## config.mk

```make
export PLATFORM = sky130hd
export DESIGN_NAME = encoder_8to3_seq_flat
export DESIGN_NICKNAME = d
export VERILOG_FILES = /design/src/rtl/encoder_8to3_seq_if.sv /design/src/rtl/encoder_8to3_seq.sv /design/src/flat_wrapper.sv
export SDC_FILE = /design/constraint.sdc
export NUM_CORES = 1
export LEC_CHECK = 0
export ABC_AREA = 0
export CAP_MARGIN = 20
export CORE_UTILIZATION = 37
export DETAILED_ROUTE_END_ITERATION = 8
export PLACE_DENSITY_LB_ADDON = 0.08
export SYNTH_ARGS = -nofsm -noshare
export SYNTH_HDL_FRONTEND = slang
export SYNTH_SLANG_ARGS = --single-unit
export TNS_END_PERCENT = 100
```

## constraint.sdc

```tcl
create_clock -name clk -period 1.9 [get_ports clk]
set_clock_uncertainty 0.05 [all_clocks]
set_input_delay 0.285 -clock clk [delete_from_list [all_inputs] [get_ports clk]]
set_output_delay 0.285 -clock clk [all_outputs]
set_load 0.05 [all_outputs]
```

## src/rtl/encoder_8to3_seq_if.sv

```systemverilog
// rtl/encoder_8to3_seq_if.sv - handshake bundle for encoder_8to3_seq (optional count under ENC_COUNT_OUT_EN)
interface encoder_8to3_seq_if;
  logic       in_valid;
  logic       in_ready;
  logic [7:0] d;
  logic       out_valid;
  logic       out_ready;
  logic [2:0] y;
  logic       last;
  logic       zero_err;
`ifdef ENC_COUNT_OUT_EN
  logic [3:0] count;
`endif

  // Producer/consumer side: drives the request vector and the output-accept.
  modport master (
    output in_valid,
    output d,
    output out_ready,
    input  in_ready,
    input  out_valid,
    input  y,
    input  last,
`ifdef ENC_COUNT_OUT_EN
    input  count,
`endif
    input  zero_err
  );

  // Encoder side.
  modport slave (
    input  in_valid,
    input  d,
    input  out_ready,
    output in_ready,
    output out_valid,
    output y,
    output last,
`ifdef ENC_COUNT_OUT_EN
    output count,
`endif
    output zero_err
  );
endinterface

```

## src/rtl/encoder_8to3_seq.sv

```systemverilog
// rtl/encoder_8to3_seq.sv - sequential 8-to-3 priority encoder emitting every set bit once (optional count under ENC_COUNT_OUT_EN)
module encoder_8to3_seq #(
  parameter int LSB_FIRST = 0
) (
  input  logic               clk,
  input  logic               rst_n,
  encoder_8to3_seq_if.slave  bus
);

  typedef enum logic {
    IDLE = 1'b0,
    EMIT = 1'b1
  } state_t;

  state_t     state_q, state_d;
  logic [7:0] pend_q, pend_d;
  logic       zero_err_q, zero_err_d;

  logic [2:0] sel_idx;
  logic       sel_last;

  // Index of the bit to service next: highest set bit, or lowest when LSB_FIRST.
  function automatic logic [2:0] pick_idx(input logic [7:0] p);
    logic [2:0] idx;
    idx = 3'd0;
    if (LSB_FIRST != 0) begin
      for (int i = 7; i >= 0; i--) begin
        if (p[i]) idx = 3'(i);
      end
    end else begin
      for (int i = 0; i < 8; i++) begin
        if (p[i]) idx = 3'(i);
      end
    end
    return idx;
  endfunction

  // Exactly one bit set: non-zero and clearing the lowest set bit leaves nothing.
  function automatic logic is_single(input logic [7:0] p);
    return (p != 8'd0) && ((p & (p - 8'd1)) == 8'd0);
  endfunction

  // Selection derived purely from the pending register so outputs stay Moore.
  always_comb begin
    sel_idx  = pick_idx(pend_q);
    sel_last = is_single(pend_q);
  end

  // State, pending vector and zero-vector flag registers.
  always_ff @(posedge clk or negedge rst_n) begin
    if (!rst_n) begin
      state_q    <= IDLE;
      pend_q     <= 8'd0;
      zero_err_q <= 1'b0;
    end else begin
      state_q    <= state_d;
      pend_q     <= pend_d;
      zero_err_q <= zero_err_d;
    end
  end

  // Next-state: capture in IDLE, retire one bit per accepted beat in EMIT.
  always_comb begin
    state_d    = state_q;
    pend_d     = pend_q;
    zero_err_d = 1'b0;
    case (state_q)
      IDLE: begin
        if (bus.in_valid) begin
          if (bus.d != 8'd0) begin
            pend_d  = bus.d;
            state_d = EMIT;
          end else begin
            zero_err_d = 1'b1;
          end
        end
      end
      EMIT: begin
        if (bus.out_ready) begin
          pend_d = pend_q & ~(8'd1 << sel_idx);
          if (sel_last) begin
            state_d = IDLE;
          end
        end
      end
      default: begin
        state_d = IDLE;
        pend_d  = 8'd0;
      end
    endcase
  end

  // Outputs decoded from registered state; zeroed whenever not emitting.
  always_comb begin
    bus.in_ready  = (state_q == IDLE);
    bus.out_valid = (state_q == EMIT);
    bus.y         = (state_q == EMIT) ? sel_idx : 3'd0;
    bus.last      = (state_q == EMIT) ? sel_last : 1'b0;
    bus.zero_err  = zero_err_q;
  end

`ifdef ENC_COUNT_OUT_EN
  // Remaining bit count, reported only while emitting.
  always_comb begin
    bus.count = 4'd0;
    if (state_q == EMIT) begin
      for (int i = 0; i < 8; i++) begin
        bus.count = bus.count + {3'd0, pend_q[i]};
      end
    end
  end
`endif

endmodule

```

## src/flat_wrapper.sv

```systemverilog
// flat-port wrapper written by rule: the top's interface ports become plain ports
module encoder_8to3_seq_flat 
#(
  parameter int LSB_FIRST = 0
)
  (clk, rst_n, bus_in_valid, bus_d, bus_out_ready, bus_in_ready, bus_out_valid, bus_y, bus_last, bus_zero_err);
  encoder_8to3_seq_if bus_i ();
  input  logic clk;
  input  logic rst_n;
  input wire logic [$bits(bus_i.in_valid)-1:0] bus_in_valid;
  input wire logic [$bits(bus_i.d)-1:0] bus_d;
  input wire logic [$bits(bus_i.out_ready)-1:0] bus_out_ready;
  output wire logic [$bits(bus_i.in_ready)-1:0] bus_in_ready;
  output wire logic [$bits(bus_i.out_valid)-1:0] bus_out_valid;
  output wire logic [$bits(bus_i.y)-1:0] bus_y;
  output wire logic [$bits(bus_i.last)-1:0] bus_last;
  output wire logic [$bits(bus_i.zero_err)-1:0] bus_zero_err;
  assign bus_i.in_valid = bus_in_valid;
  assign bus_i.d = bus_d;
  assign bus_i.out_ready = bus_out_ready;
  assign bus_in_ready = bus_i.in_ready;
  assign bus_out_valid = bus_i.out_valid;
  assign bus_y = bus_i.y;
  assign bus_last = bus_i.last;
  assign bus_zero_err = bus_i.zero_err;
  encoder_8to3_seq #(.LSB_FIRST(LSB_FIRST)) u_core (.clk(clk), .rst_n(rst_n), .bus(bus_i));
endmodule
```

==> qor.yml, run 1 <==
cts_buffers: 3
yosysWarningCount: 0
post_synth.cell_area_avg_um2: 9.245
critPathLaunch: "u_core.pend_q[1]$_DFFE_PN0P_"
ys_seq_area_share_pct: 37.59
nets: 119
dieArea_um2: 1973
intPower_mw: 1.271
ant_nets: 0
drc: 0
layout_commonest_cell: "buf_4"
cp-start-kind: "flop"
hold_viol: 0
vias_per_cell: 5.531
slew_viol_final: 0
drt_pass1_iterations: 4
postSynthCellCount: 72
final_cell_mix: "buf_4, clkdlybuf4s50_1, dfrtp_1"
numClockSinks: 10
die_y_um: 44.42
worstSetupPathType: "reg2out"
grt_max_degree: 11
clkTransAtPathRegs_ps: 70
n_antenna_cell: 0
cap_violations: 0
required_ps: 1560
violations: "negative setup slack"
wl_per_cell_um: 15.30
worstHoldPathType: "in2async"
power.density_nw_per_um2: 2135
drive_gt1_share_pct: 35.85
yosys_register_bits: 10
post-route-period-util_pct: 116.5
fin_util_pct: 68.52
fin_ws_ps: -313.7
setup_viol: 1
reg2reg_from: "u_core.pend_q[6]$_DFFE_PN0P_"
synth.distinct_cells: 31
peakVddDrop_mv: 1.448
gp_congestion: 0.8886
ios: 19
grt_pass1_wl_mm: 3.298
p_total_mw: 2.332
num_rows: 14
hpwl_mm: 1.485
die_width_um: 44.42
grt_usage_pct: 24.28
drtIter0Drc: 10
fin_crit_ps: 2214
worstPathMaxFanout: 4
power_frac_comb_pct: 75.0
max_clock_freq_mhz: 451.7
dr_total_vias: 719
syn_nets: 84
outcome: "complete, but fails checks"
tightest_slew_ps: 536.7
setup-tns-final_ps: -313.7
cts-root-buf: "clkbuf_4"
rsz0062_at_grt: "true"
antenna_found_initial: 0
critical_path_arrival_ps: 1880
grt_pass1_vias: 681
cts_tree: "yes"
crit_path_end_kind: "primary output"
start_util_pct: 41.76
p_clk_share_pct: 8.8
cts_buffer_depth: 2
clk_latency_ps: 280
p_leak_nw: 0.4711
ctsHtreeMaxLevel: 1
overflow: 0
syn_to_final_growth_pct: 64.10
p_seq_share_pct: 16.3
wl_mm: 1.989
core_um2: 1594
syn_area_um2: 665.6
relSlewSlack_pct: 64.22
p_sw_mw: 1.061
numPortBuffers: 18
switching_share_pct: 45.50
==> worst max-delay path: stages, from the launching register on <==
cell     delay (ps)
dfrtp_1         420
o31a_1          320
or4b_4          500
a31oi_4         200
buf_12          160
==> flip-flops by register name (all words and copies together), names as in the netlist <==
signal                cells
u_core.bus.zero_err       1
u_core.pend_q             8
u_core.bus.out_valid      1
==> cells in the mapped netlist <==
master	count	area share, %
o21ai_1	3	2.3
nor2_1	5	2.8
nand2_1	3	1.7
o22ai_1	1	0.94
and2_1	1	0.94
nor4_1	4	3.8
a22o_1	7	9.2
dfrtp_1	10	38
buf_1	1	0.56
o31a_1	1	1.3
o21ai_0	5	3.8
or4_1	1	1.1
clkbuf_2	1	0.75
o311a_1	1	1.5
a31oi_2	1	1.9
o41a_1	1	1.7
buf_2	2	1.5
buf_6	2	3.4
o2bb2ai_1	1	1.3
nand2b_1	1	0.94
o31ai_1	1	1.1
o21bai_1	1	1.1
o31ai_2	1	1.9
a21oi_1	7	5.3
or3_1	1	0.94
nor4b_4	1	3.6
nand3_1	2	1.5
o21a_1	1	1.1
nor2b_1	2	1.9
inv_1	2	1.1
or4b_1	1	1.5
==> power by group through the flow <==
stage                     logic [mW]  registers (mW)  clock network [mW]
after floorplan                 1.00           0.375                   0
after global placement          1.62           0.371                   0
after detailed placement        1.63           0.371                   0
after CTS                       1.71           0.373               0.206
after global routing            1.84           0.390               0.215
final                           1.75           0.379               0.204
==> worst paths after layout <==
path / to / slack, ps / cells after the start
min in group clk: u_core.bus.out_valid$_DFF_PN0_ / 520 / 2
hold reg to reg: u_core.pend_q[0]$_DFFE_PN0P_ / 600 / 2
max in group asynchronous: u_core.pend_q[2]$_DFFE_PN0P_ / 1170 / 1
setup reg to reg: u_core.pend_q[2]$_DFFE_PN0P_ / 60 / 5
setup / recovery: bus_last / -310 / 4
hold / removal: u_core.pend_q[0]$_DFFE_PN0P_ / 280 / 1
==> cell families (layout without fill, tap and decap cells) <==
group | count (synthesis) | after routing | synth area share [%]
AOI/OAI and AO/OA | 32 | 32 | 34.40
buffers and inverters | 8 | 42 | 7.330
and+or+nand+nor | 22 | 22 | 20.68
DFF | 10 | 10 | 37.59
==> metrics by stage <==
| step | hold WS (ps) | cells | worst slack [ps] | cell area [µm²] |
|---|---|---|---|---|
| 6_report | 278.6 | 130 | -313.7 | 1092 |
| 5_1_grt | 315.9 | 130 | -378.6 | 1092 |
| 4_1_cts | 294.6 | 129 | -322.6 | 1075 |
| 3_5_place_dp | 579.9 | 124 | -14.55 | 1005 |
| 3_3_place_gp | 566.6 | 124 | -8.078 | 1005 |
| 2_1_floorplan | -60.59 | 72 | -55.89 | 693.2 |
==> layer usage <==
| metal | vias up | track usage (%) | share of wire, % |
|---|---|---|---|
| met3 | 5 | 6.122 | 5.9 |
| met5 | - | 0 | 0 |
| met2 | 29 | 38.24 | 47 |
| li1 | 347 | - | - |
| met1 | 338 | 31.30 | 45 |
| met4 | 0 | 10.91 | 2.0 |
==> area by class of cell <==
type	instances	area (µm²)
fill	122	501.7
multi-input combinational	54	412.9
timing repair buffer	36	352.8
sequential	10	252.7
clock buffer	4	36.28
tap	24	30.03
inverter	2	7.507
==> repair_timing <==
action / in CTS / in global routing
setup endpoints to repair: 4 / 4
pin swaps: 1 / 3
setup buffers: 1 / 2
hold buffers: 0 / 0
resized for setup: 6 / 3
Power figures use the tool's default switching activity.
==> inputs of run 2 (changes only) <==
--- a/config.mk
+++ b/config.mk
@@ -7,8 +7,10 @@
 export LEC_CHECK = 0
 export ABC_AREA = 0
 export CAP_MARGIN = 20
+export CORE_ASPECT_RATIO = 1.1
 export CORE_UTILIZATION = 37
 export DETAILED_ROUTE_END_ITERATION = 8
+export HOLD_SLACK_MARGIN = 0.1
 export PLACE_DENSITY_LB_ADDON = 0.08
 export SYNTH_ARGS = -nofsm -noshare
 export SYNTH_HDL_FRONTEND = slang
==> qor.yml, run 2 (synthesis results as in run 1) <==
peakVddDrop_mv: 1.603  # +11%
gp_congestion: 0.8999  # +1.3%
ctsHtreeMaxLevel: 1  # unchanged
violations: "negative setup slack"
cts_buffer_depth: 2  # unchanged
dr_total_vias: 750  # +4.3%
ant_nets: 0  # unchanged
final_cell_mix: "buf_4, clkdlybuf4s50_1, buf_6, dfrtp_1, a22o_1"
fin_ws_ps: -273.3  # +40.42 ps
relSlewSlack_pct: 60.71  # -3.5 points
crit_path_end_kind: "primary output"
slew_viol_final: 0  # unchanged
setup-tns-final_ps: -358.2  # -44.52 ps
drtIter0Drc: 33  # +23
grt_max_degree: 11  # unchanged
largest_reg_flops: 8  # unchanged
holdBufCountCts: 0  # unchanged
die_y_um: 46.49  # +4.7%
numClockSinks: 10  # unchanged
start_util_pct: 40.77  # -0.99 points
nets: 123  # +3.4%
critical_path_arrival_ps: 1840  # -40 ps
n_fill_cell: 122  # unchanged
clk_latency_ps: 270  # about the same
n_antenna_cell: 0  # unchanged
outcome: "complete, but fails checks"
ios: 19  # unchanged
grt_usage_pct: 21.91  # -2.4 points
worstSetupPathType: "reg2out"
finalInstanceArea_um2: 1150  # +5.3%
hpwl_mm: 1.466  # -1.3%
core_um2: 1633  # +2.4%
grt_pass1_vias: 646  # -5.1%
tightest_slew_ps: 589.3  # +52.62 ps
p_leak_nw: 0.5012  # +6.4%
max_clock_freq_mhz: 460.1  # +1.9%
syn_to_final_growth_pct: 72.74
die_width_um: 42.44  # -4.4%
rsz0062_at_grt: "true"
gr-usage-met3_pct: 3.137  # -3.0 points
layout_commonest_cell: "buf_4"
cts_buffers: 3  # unchanged
overflow: 0  # unchanged
clkTransAtPathRegs_ps: 80  # about the same
wl_per_cell_um: 18.05  # +18%
worstPathMaxFanout: 2  # -2
met2_usage_pct: 37.85  # -0.39 points
grt_pass1_wl_mm: 3.029  # -8.2%
cts_tree: "yes"
wl_mm: 2.292  # +15%
worstHoldPathType: "in2async"
cap_violations: 0  # unchanged
drt_pass1_iterations: 5  # +1
hold_viol: 0  # unchanged
regMostFlops: "u_core.pend_q"
antenna_found_initial: 0  # unchanged
use_met1_pct: 27.32  # -4.0 points
num_rows: 15  # +1
vias_per_cell: 5.906  # +6.8%
required_ps: 1560  # about the same
final-seq-area_um2: 251.5  # -0.49%
fin_crit_ps: 2173  # -40.42 ps
setup_viol: 4  # +3
multi_input_area_um2: 431.7  # +4.5%
post-route-period-util_pct: 114.4  # -2.1 points
drc: 0  # unchanged
power.density_nw_per_um2: 2171  # +1.7%
numPortBuffers: 18  # unchanged
cp-start-kind: "flop"
busiest_layer: "met2"
place_area_um2: 980.9  # -2.4%
cts-root-buf: "clkbuf_4"
dieArea_um2: 1973  # about the same
drive_gt1_share_pct: 40.00  # +4.2 points
fin_util_pct: 70.42  # +1.9 points
==> run 2: metrics by stage <==
stage,worst slack (ps),hold WS (ps),std cells,power [mW]
after floorplan,-55.89,-60.59,72,1.379
after global placement,12.16,500.2,115,1.961
after detailed placement,5.913,500.2,115,1.959
after CTS,-301.4,300.2,120,2.229
after global routing,-362.6,329.3,127,2.608
final,-273.3,288.2,127,2.496
==> run 2: final cells by class <==
| cell class | count | area share [%] |
|---|---|---|
| multi-input combinational | 54 | 37.54 |
| timing repair buffer | 40 | 34.93 |
| sequential | 10 | 21.87 |
| clock buffer | 4 | 3.156 |
| tap | 17 | 1.850 |
| inverter | 2 | 0.6529 |
==> run 2: critical path, cell delays in order, from the launching register on <==
cell	delay (ps)
dfrtp_1	420
nor4b_4	300
or4b_4	500
a31oi_4	190
buf_12	160
==> run 2: power by group <==
part	internal (mW)	leakage (nW)	switching (mW)
clock	0.116	0.0210	0.0805
sequential	0.290	0.128	0.100
combinational	0.957	0.352	0.953
total	1.36	0.501	1.13
==> run 2: worst paths after layout <==
path                                              startpoint                              to  slack [ps]  cells past startpoint
worst max-delay path            u_core.pend_q[5]$_DFFE_PN0P_                        bus_last        -270                      4
worst min-delay path                                   rst_n    u_core.pend_q[3]$_DFFE_PN0P_         290                      1
worst max register to register  u_core.pend_q[4]$_DFFE_PN0P_    u_core.pend_q[0]$_DFFE_PN0P_         -10                      6
worst min register to register  u_core.pend_q[2]$_DFFE_PN0P_    u_core.pend_q[2]$_DFFE_PN0P_         550                      1
max in group asynchronous                              rst_n  u_core.bus.out_valid$_DFF_PN0_        1150                      1
min in group clk                               bus_out_ready  u_core.bus.out_valid$_DFF_PN0_         540                      2
==> run 2: metal layers <==
layer | up-vias | wire [µm]
met5 | - | 0
met4 | 0 | 51
met3 | 7 | 83
met2 | 28 | 1148
met1 | 357 | 1009
li1 | 358 | -
==> run 2: repair_timing <==
action                     in CTS  in global routing
buffers inserted                1                  7
setup endpoints to repair       4                  6
gates resized for setup         5                 12
pin swaps                       2                  7
